[config.mk]
export PLATFORM = sky130hd
export DESIGN_NAME = alu_seq_core_flat
export DESIGN_NICKNAME = d
export VERILOG_FILES = /design/src/rtl/alu_seq_core_if.sv /design/src/rtl/alu_seq_core.sv /design/src/flat_wrapper.sv
export SDC_FILE = /design/constraint.sdc
export NUM_CORES = 1
export LEC_CHECK = 0
export CAP_MARGIN = 20
export CORE_MARGIN = 1.5
export CORE_UTILIZATION = 53
export DETAILED_ROUTE_END_ITERATION = 8
export PLACE_DENSITY = 0.78
export SYNTH_ARGS = -nofsm -noshare
export SYNTH_HDL_FRONTEND = slang
export SYNTH_SLANG_ARGS = --single-unit
[constraint.sdc]
create_clock -name clk -period 3.27 [get_ports clk]
set_input_delay 0.8175 -clock clk [delete_from_list [all_inputs] [get_ports clk]]
set_output_delay 0.8175 -clock clk [all_outputs]
set_load 0.1 [all_outputs]
[src/rtl/alu_seq_core_if.sv]
// rtl/alu_seq_core_if.sv - switch/button inputs and operand/result/flag outputs of the sequential ALU core
interface alu_seq_core_if #(
  parameter int WIDTH = 8
);
  logic             btnC;
  logic [WIDTH-1:0] din;
  logic [3:0]       op;
  logic [WIDTH-1:0] a_val;
  logic [WIDTH-1:0] b_val;
  logic [WIDTH-1:0] y;
  logic [WIDTH-1:0] y_hi;
  logic [3:0]       flags;
  logic [1:0]       state;
  logic             busy;
  logic             done;

  modport master (
    output btnC, din, op,
    input  a_val, b_val, y, y_hi, flags, state, busy, done
  );

  modport slave (
    input  btnC, din, op,
    output a_val, b_val, y, y_hi, flags, state, busy, done
  );
endinterface

[src/rtl/alu_seq_core.sv]
// rtl/alu_seq_core.sv - button-stepped operand loader with single-cycle ALU ops and shift-add multiply
module alu_seq_core #(
  parameter int WIDTH     = 8,
  parameter int DB_CYCLES = 250000
) (
  input  logic           clk,
  input  logic           btnU,
  alu_seq_core_if.slave  bus
);

  typedef enum logic [1:0] {
    LOAD_A = 2'd0,
    LOAD_B = 2'd1,
    EXEC   = 2'd2,
    DONE   = 2'd3
  } state_t;

  localparam int               CW       = $clog2(DB_CYCLES + 1);
  localparam logic [CW-1:0]    DB_LAST  = CW'(DB_CYCLES - 1);
  localparam int               MCW      = $clog2(WIDTH);
  localparam logic [MCW-1:0]   MUL_LAST = MCW'(WIDTH - 1);
  localparam logic [WIDTH-1:0] W_VAL    = WIDTH'(WIDTH);
  localparam logic [3:0]       OP_MUL   = 4'd8;
  localparam int               MSB      = WIDTH - 1;

  logic          sync1, sync2, db_level, press;
  logic [CW-1:0] db_cnt;

  // Level flips on the DB_CYCLES-th consecutive differing sample; rising flips emit press.
  always_ff @(posedge clk) begin
    if (btnU) begin
      sync1    <= 1'b0;
      sync2    <= 1'b0;
      db_level <= 1'b0;
      db_cnt   <= '0;
      press    <= 1'b0;
    end else begin
      sync1 <= bus.btnC;
      sync2 <= sync1;
      press <= 1'b0;
      if (sync2 == db_level) begin
        db_cnt <= '0;
      end else if (db_cnt == DB_LAST) begin
        db_level <= sync2;
        db_cnt   <= '0;
        press    <= sync2;
      end else begin
        db_cnt <= db_cnt + 1'b1;
      end
    end
  end

  state_t           state_q, state_d;
  logic             load_a, load_b, write_res;
  logic [WIDTH-1:0] a_q, b_q, y_q, y_hi_q;
  logic [3:0]       op_r, flags_q;
  logic             done_q;
  logic [WIDTH-1:0] m_hi, m_lo, m_hi_n, m_lo_n;
  logic [WIDTH:0]   mul_sum;
  logic [MCW-1:0]   mul_cnt;

  always_ff @(posedge clk) begin
    if (btnU) state_q <= LOAD_A;
    else      state_q <= state_d;
  end

  always_comb begin
    state_d   = state_q;
    load_a    = 1'b0;
    load_b    = 1'b0;
    write_res = 1'b0;
    case (state_q)
      LOAD_A: if (press) begin
        load_a  = 1'b1;
        state_d = LOAD_B;
      end
      LOAD_B: if (press) begin
        load_b  = 1'b1;
        state_d = EXEC;
      end
      EXEC: if (op_r != OP_MUL || mul_cnt == MUL_LAST) begin
        write_res = 1'b1;
        state_d   = DONE;
      end
      DONE: if (press) begin
        load_a  = 1'b1;
        state_d = LOAD_B;
      end
      default: state_d = LOAD_A;
    endcase
  end

  logic [WIDTH:0]   add_w, sub_w;
  logic [WIDTH-1:0] alu_y;
  logic             alu_c, alu_v;

  assign add_w = {1'b0, a_q} + {1'b0, b_q};
  assign sub_w = {1'b0, a_q} - {1'b0, b_q};

  always_comb begin
    alu_y = '0;
    alu_c = 1'b0;
    alu_v = 1'b0;
    case (op_r)
      4'd0: begin
        alu_y = add_w[WIDTH-1:0];
        alu_c = add_w[WIDTH];
        alu_v = (a_q[MSB] == b_q[MSB]) && (add_w[MSB] != a_q[MSB]);
      end
      4'd1: begin
        alu_y = sub_w[WIDTH-1:0];
        alu_c = sub_w[WIDTH];
        alu_v = (a_q[MSB] != b_q[MSB]) && (sub_w[MSB] != a_q[MSB]);
      end
      4'd2: alu_y = a_q & b_q;
      4'd3: alu_y = a_q | b_q;
      4'd4: alu_y = a_q ^ b_q;
      4'd5: alu_y = ~a_q;
      4'd6: alu_y = (b_q >= W_VAL) ? '0 : (a_q << b_q);
      4'd7: alu_y = (b_q >= W_VAL) ? '0 : (a_q >> b_q);
      4'd9: alu_y = {{(WIDTH-1){1'b0}}, sub_w[WIDTH]};
      default: alu_y = '0;
    endcase
  end

  // One right-shift multiply step: add A into the high half when the multiplier LSB is set.
  assign mul_sum = {1'b0, m_hi} + (m_lo[0] ? {1'b0, a_q} : {(WIDTH+1){1'b0}});
  assign m_hi_n  = mul_sum[WIDTH:1];
  assign m_lo_n  = {mul_sum[0], m_lo[WIDTH-1:1]};

  always_ff @(posedge clk) begin
    if (btnU) begin
      a_q     <= '0;
      b_q     <= '0;
      op_r    <= '0;
      y_q     <= '0;
      y_hi_q  <= '0;
      flags_q <= '0;
      done_q  <= 1'b0;
      m_hi    <= '0;
      m_lo    <= '0;
      mul_cnt <= '0;
    end else begin
      done_q <= write_res;
      if (load_a) a_q <= bus.din;
      if (load_b) begin
        b_q     <= bus.din;
        op_r    <= bus.op;
        m_hi    <= '0;
        m_lo    <= bus.din;
        mul_cnt <= '0;
      end
      if (state_q == EXEC && op_r == OP_MUL) begin
        m_hi    <= m_hi_n;
        m_lo    <= m_lo_n;
        mul_cnt <= mul_cnt + 1'b1;
      end
      if (write_res) begin
        if (op_r == OP_MUL) begin
          y_q     <= m_lo_n;
          y_hi_q  <= m_hi_n;
          flags_q <= {m_lo_n[MSB], ({m_hi_n, m_lo_n} == '0), |m_hi_n, |m_hi_n};
        end else begin
          y_q     <= alu_y;
          y_hi_q  <= '0;
          flags_q <= {alu_y[MSB], (alu_y == '0), alu_c, alu_v};
        end
      end
    end
  end

  assign bus.a_val = a_q;
  assign bus.b_val = b_q;
  assign bus.y     = y_q;
  assign bus.y_hi  = y_hi_q;
  assign bus.flags = flags_q;
  assign bus.state = state_q;
  assign bus.busy  = (state_q == EXEC);
  assign bus.done  = done_q;

endmodule

[src/flat_wrapper.sv]
// flat-port wrapper written by rule: the top's interface ports become plain ports
module alu_seq_core_flat 
#(
  parameter int WIDTH     = 8,
  parameter int DB_CYCLES = 250000
)
  (clk, btnU, bus_btnC, bus_din, bus_op, bus_a_val, bus_b_val, bus_y, bus_y_hi, bus_flags, bus_state, bus_busy, bus_done);
  alu_seq_core_if #(.WIDTH(WIDTH)) bus_i ();
  input  logic clk;
  input  logic btnU;
  input wire logic [$bits(bus_i.btnC)-1:0] bus_btnC;
  input wire logic [$bits(bus_i.din)-1:0] bus_din;
  input wire logic [$bits(bus_i.op)-1:0] bus_op;
  output wire logic [$bits(bus_i.a_val)-1:0] bus_a_val;
  output wire logic [$bits(bus_i.b_val)-1:0] bus_b_val;
  output wire logic [$bits(bus_i.y)-1:0] bus_y;
  output wire logic [$bits(bus_i.y_hi)-1:0] bus_y_hi;
  output wire logic [$bits(bus_i.flags)-1:0] bus_flags;
  output wire logic [$bits(bus_i.state)-1:0] bus_state;
  output wire logic [$bits(bus_i.busy)-1:0] bus_busy;
  output wire logic [$bits(bus_i.done)-1:0] bus_done;
  assign bus_i.btnC = bus_btnC;
  assign bus_i.din = bus_din;
  assign bus_i.op = bus_op;
  assign bus_a_val = bus_i.a_val;
  assign bus_b_val = bus_i.b_val;
  assign bus_y = bus_i.y;
  assign bus_y_hi = bus_i.y_hi;
  assign bus_flags = bus_i.flags;
  assign bus_state = bus_i.state;
  assign bus_busy = bus_i.busy;
  assign bus_done = bus_i.done;
  alu_seq_core #(.WIDTH(WIDTH), .DB_CYCLES(DB_CYCLES)) u_core (.clk(clk), .btnU(btnU), .bus(bus_i));
endmodule
After elaboration in Yosys (flattened, before gate mapping)
Index checks and enable logic that the tools add are counted.
{"block": "totals", "ff_bits": 84, "input_bits": 15, "output_inout_bits": 40, "word_cells": 92}
{"block": "op_classes", "add_sub_neg": 5, "order_cmp": 1, "eq_ne": 23, "n_shift": 2, "mux": 24, "bitwise_logic": 6, "n_reduce_logical": 15}
{"op": "8-bit 2-to-1 mux", "count": 9}
{"op": "8-bit case mux with 9 select lines", "count": 1}
{"op": "18-bit by 1-bit adder with 18-bit output, second input constant", "count": 1}
{"op": "18-bit equality test, second input constant", "count": 1}
{"op": "4-bit by 3-bit equality test with 1-bit output, second input constant", "count": 4}
{"op": "16-bit zero test", "count": 1}
{"op": "8-bit by 8-bit adder with 9-bit output", "count": 1}
{"op": "8-bit by 9-bit adder with 9-bit output", "count": 1}
{"op": "8-bit by 8-bit subtractor with 9-bit output", "count": 1}
{"op": "8-bit AND", "count": 1}
{"op": "4-bit by 2-bit equality test with 1-bit output, second input constant", "count": 2}
{"op": "4-bit equality test, second input constant", "count": 2}
{"op": "8-bit by 4-bit greater-or-equal comparator with 1-bit output, second input constant", "count": 1}
{"op": "8-bit zero test", "count": 1}
{"op": "8-bit inverter", "count": 1}
{"op": "8-bit bitwise OR", "count": 1}
{"op": "8-bit OR reduction", "count": 1}
{"op": "8-bit by 8-bit left shift with 8-bit output", "count": 1}
{"op": "8-bit by 8-bit right shift with 8-bit output", "count": 1}
{"op": "8-bit XOR", "count": 1}
{"op": "2-bit 2-to-1 mux", "count": 3}
{"op": "3-bit 2-to-1 mux", "count": 2}
{"op": "2-bit by 1-bit inequality test with 1-bit output, second input constant", "count": 3}
{"op": "2-bit case mux with 3 select lines", "count": 1}
{"op": "21 further kinds", "count": 34}

Depth between registers and ports, before layout
{"block": "depth", "word_depth": 5, "mapped_depth": 12, "mapped_depth_nobuf": 11}

Least setup slack after synthesis
Ideal clock, no wire load.
{"block": "synth_path", "kind": "register to register", "from": "register u_core.b_q[1], in the netlist u_core.bus.b_val[1]", "to": "register u_core.flags_q[3], in the netlist u_core.bus.flags[3]", "setup_time_ps": 74, "arrival_ps": 3335, "required_time_ps": 3196, "path_slack_ps": -139, "stages_incl_launch_ff": 11, "path_buffers": 1, "period_less_slack_ps": 3409, "cell_sequence": "dfxtp_1 clkbuf_1 inv_1 ha_1 o21bai_1 and3_1 o31ai_1 a221o_1 a211oi_1 or3_1 a31oi_1"}
{"block": "synth_via", "elab_chain_len": 4, "word_cells_on_any_way": 9, "cone_classes": "add/sub: 2; order compare: 1; shift: 2; mux: 4"}
{"item": "start: declaration", "line_no": "alu_seq_core.sv:55", "source": "logic [WIDTH-1:0] a_q, b_q, y_q, y_hi_q;"}
{"item": "start signal: assignment", "line_no": "alu_seq_core.sv:147", "source": "b_q <= bus.din;"}
{"item": "8-bit by 4-bit greater-or-equal comparator with 1-bit output, or another cell as far along", "line_no": "alu_seq_core.sv:119, alu_seq_core.sv:120"}
{"item": "8-bit 2-to-1 mux (on tied branches)", "line_no": "alu_seq_core.sv:120, alu_seq_core.sv:119"}
{"item": "8-bit case mux with 9 select lines (*)", "line_no": "alu_seq_core.sv:104", "source": "case (op_r)"}
{"item": "4-bit 2-to-1 mux (*)", "line_no": "alu_seq_core.sv:159", "source": "if (op_r == OP_MUL) begin"}
{"item": "end signal: assignment", "line_no": "alu_seq_core.sv:162", "source": "flags_q <= {m_lo_n[MSB], ({m_hi_n, m_lo_n} == '0), |m_hi_n, |m_hi_n};"}
{"item": "end signal: assignment", "line_no": "alu_seq_core.sv:166", "source": "flags_q <= {alu_y[MSB], (alu_y == '0), alu_c, alu_v};"}
{"item": "end: declaration", "line_no": "alu_seq_core.sv:56", "source": "logic [3:0] op_r, flags_q;"}
Mark *: on every way between the ends. The rest lies on a longest branch, timed or not.
A chain may end at the register's enable or synchronous reset.

Worst setup path in the final report
{"block": "layout_path", "from": "register u_core.a_q[0], in the netlist u_core.bus.a_val[0]", "to": "register u_core.flags_q[1], in the netlist u_core.bus.flags[1]"}
{"block": "layout_via", "elab_chain_len": 4, "word_cells_on_any_way": 7, "cone_classes": "add/sub: 3; mux: 3; reduce/logical: 1"}
{"item": "start: declaration", "line_no": "alu_seq_core.sv:55"}
{"item": "start signal: assignment", "line_no": "alu_seq_core.sv:145", "source": "if (load_a) a_q <= bus.din;"}
{"item": "8-bit 2-to-1 mux", "line_no": "alu_seq_core.sv:127", "source": "assign mul_sum = {1'b0, m_hi} + (m_lo[0] ? {1'b0, a_q} : {(WIDTH+1){1'b0}});"}
{"item": "8-bit by 9-bit adder with 9-bit output", "line_no": "alu_seq_core.sv:127"}
{"item": "8-bit OR reduction", "line_no": "alu_seq_core.sv:162"}
{"item": "4-bit 2-to-1 mux (*)", "line_no": "alu_seq_core.sv:159"}
Marks and branches as above.

==> results.ini <==
[status]
status=complete, no violations

[die]
die_area_um2=11200
io_pins=55
rows=37
core_region_area_um2=10300
fp.dieW_um=106
die_h_um=106
initial_core_util_pct=54.3

[yosys]
synthTopCellsByArea=dfxtp_1 30%, ha_1 8.3%, nor2_1 5.0%, a21oi_1 4.8%, nand2_1 4.8%
yosys.area_share.xor_xnor_pct=4.24
postSynthAreaPerCell_um2=7.89
synth_fa_ha_area_share_pct=9.37
yosysTopAreaCellShare_pct=29.8
synth_area_leader_cell=dfxtp_1
yosys_register_bits=83
yosys-top-cells-count=83 x dfxtp_1, 75 x nor2_1, 71 x nand2_1, 54 x a21oi_1
synth-simple-area-share_pct=25.3
synth_compound_area_share_pct=20.8
synth_nets=762
synth_mux_area_share_pct=4.46
synthCells=707
synth_top_family_by_area=simple AND/OR/NAND/NOR gates
synth_seq_area_share_pct=29.8
yosysWarnings=0
synth-edff-count=0
async_flop_share_pct=0
ys_types=68
yosys.cell_count.top_type=dfxtp_1
netlist_area_um2=5580
ys.flop_type=dfxtp_1

[detailed_routing]
ant_nets=0
drt_iter0_drc=356
vias=5524
viasPerCell=6.29
drc_errors=0
post_drt_wl_per_cell_um=18.5
dr.pass1.iters=5
wl_mm=16.2

[hold_path]
hold_class=reg -> reg
holdPathEnd=u_core.sync2
hold_depth=1
worstHoldStart=u_core.sync1

[power]
power_switching_mw=1.05
clkPwrFrac_pct=25.7
seqPwrFrac_pct=42.2
combPwrFrac_pct=32.1
switching_share_pct=39.9
powerDensity_nw_per_um2=415
static-leakage-power_nw=2.40
ir_worst_vdd_uv=761
p_int_mw=1.57

[place]
port_buffers=54
post-dp-hpwl_mm=12.1
gp_congestion=0.980

[grt]
grt_usage_pct=30.1
grt_pass1_wl_mm=26.4
grt_remaining_overflow=0
gr-usage-met1_pct=36.7
antenna_found_initial=0
top_usage_layer=met2
grt_max_degree=32
grt_util_met3_pct=5.13
grt_pass1_vias=5217
grtUsageMet2_pct=49.2

[setup_path]
cp_max_fo=11
start_kind=register
end_kind=register
crit_required_ns=3.50
path_class=reg -> reg
r2r-end=u_core.bus.flags[1]
reg2reg_depth=11
rrSetupSlack_ns=0.30
cpPeakStageDelay_ns=0.46
path_cells=and2_1 -> ha_1 -> inv_1 -> fa_1 -> nor2b_1 -> o21ai_1 -> a21boi_0 -> o311a_1 -> o2111ai_1 -> o32ai_1 -> a211oi_1
crit_family=compound AO/OA/AOI/OAI gates
r2r-start=u_core.bus.a_val[0]
cp_data_arrival_time_ns=3.20
path_buf_inv=1
slowest_stage=dfxtp_2

[sta]
tns_ns=0
worstMarginPinSlew_ns=0.764
rsz0062_at_grt=no
hold_viol_final=0
slew_violations=0
relSlewSlack_pct=49.0
clock_skew_ns=0.00763
fmax_mhz=336
finalCriticalPeriod_ns=2.97
finalSetupViolCount=0
holdWs_ns=0.446
fin_crit_sh_pct=90.9

[clock_network]
cts_setup_buffers=0
cts_tree=yes
htree_levels=3
cts_root_buf=clkbuf_8
cts_buffers=9
clk_path_buf_depth=2
ctsHoldBuffers=0
clkTransAtPathRegs_ns=0.08
ctsResizeCount=0
clock-sinks=83
clk_latency_ns=0.36

[finish]
finalNetCount=792
seq_area_um2=1670
area_growth_pct=13.0
multi_input_area_um2=3580
fillers=922
drive_gt1_share_pct=12.4
antenna_cells=0

[job]
maxCapViolations=0

-- cell usage in the layout, fill, tap and decap left out, types with 9 or more instances in the layout --
| master | n |
|---|---|
| a22oi_1 | 11 |
| inv_1 | 33 |
| a311oi_1 | 10 |
| mux2i_1 | 11 |
| nor2_1 | 75 |
| clkdlybuf4s50_1 | 13 |
| nor2b_1 | 10 |
| nor3_1 | 17 |
| o21ai_0 | 11 |
| a211oi_1 | 19 |
| buf_4 | 56 |
| nand2_1 | 71 |
| and2_1 | 9 |
| xnor2_1 | 13 |
| clkbuf_8 | 11 |
| nand3_1 | 35 |
| nor4_1 | 9 |
| ha_1 | 36 |
| xor2_1 | 14 |
| nand2b_1 | 12 |
| dfxtp_1 | 78 |
| a21oi_1 | 54 |
-- power by group through the flow --
stage                     logic (mW)  registers [mW]  clock network [mW]
after floorplan                0.244            1.53                   0
after global placement         0.825            1.13                   0
after detailed placement       0.833            1.13                   0
after CTS                      0.837            1.11               0.688
after global routing           0.869            1.11               0.723
final                          0.841            1.11               0.674
-- worst max path at each step --
stage                        startpoint             endpoint  slack [ns]  depth (start not counted)
floorplan           u_core.bus.a_val[1]  u_core.bus.flags[2]        0.02                         11
global placement    u_core.bus.a_val[0]  u_core.bus.flags[2]        0.53                         11
detailed placement       u_core.m_lo[0]  u_core.bus.flags[1]        0.38                         11
CTS                 u_core.bus.a_val[0]  u_core.bus.flags[1]        0.33                         11
global route             u_core.m_lo[0]  u_core.bus.flags[1]        0.07                         11
finish              u_core.bus.a_val[0]  u_core.bus.flags[1]        0.30                         11
-- cell families (layout without fill, tap and decap cells) --
| family | Yosys count | after routing |
|---|---|---|
| xor+xnor | 27 | 27 |
| simple gates | 285 | 285 |
| compound gates | 170 | 170 |
| fa+ha+maj | 40 | 40 |
| flops | 83 | 83 |
| mux | 17 | 17 |
| buf+inv | 85 | 120 |
-- layer usage --
| metal | up-vias | routed length (um) | part of all wire [%] |
|---|---|---|---|
| li1 | 2600 | - | - |
| met1 | 2609 | 6610 | 41 |
| met2 | 252 | 7580 | 47 |
| met3 | 63 | 1080 | 6.7 |
| met4 | 0 | 923 | 5.7 |
| met5 | - | 0 | 0 |
-- metrics by stage --
step	total power [mW]	cells	utilization [%]	setup WS, ns	instance area [um2]
6_report	2.62	878	61.4	0.297	6310
5_1_grt	2.71	878	61.4	0.0732	6310
4_1_cts	2.63	877	61.1	0.326	6280
3_5_place_dp	1.96	861	59.4	0.376	6100
3_3_place_gp	1.95	861	59.4	0.529	6100
2_1_floorplan	1.77	707	-	0.0165	5590
-- cell type report --
class                      count  area share [%]
clock inverter                 4           0.397
timing repair buffer          71            9.24
multi-input combinational    539            56.8
sequential                    83            26.4
inverter                      33            1.96
clock buffer                  12            2.46
tap                          136            2.70
-- sequential cells by signal (all words and copies together) (netlist names), 2 cells and up --
signal	flops
u_core.bus.y	7
u_core.m_hi	8
u_core.bus.y_hi	8
u_core.m_lo	8
u_core.mul_cnt	3
u_core.bus.b_val	8
u_core.op_r	4
u_core.bus.a_val	8
u_core.db_cnt	18
u_core.bus.flags	4
u_core.bus.state	2
No activity file was read; power rests on OpenSTA's default activity.
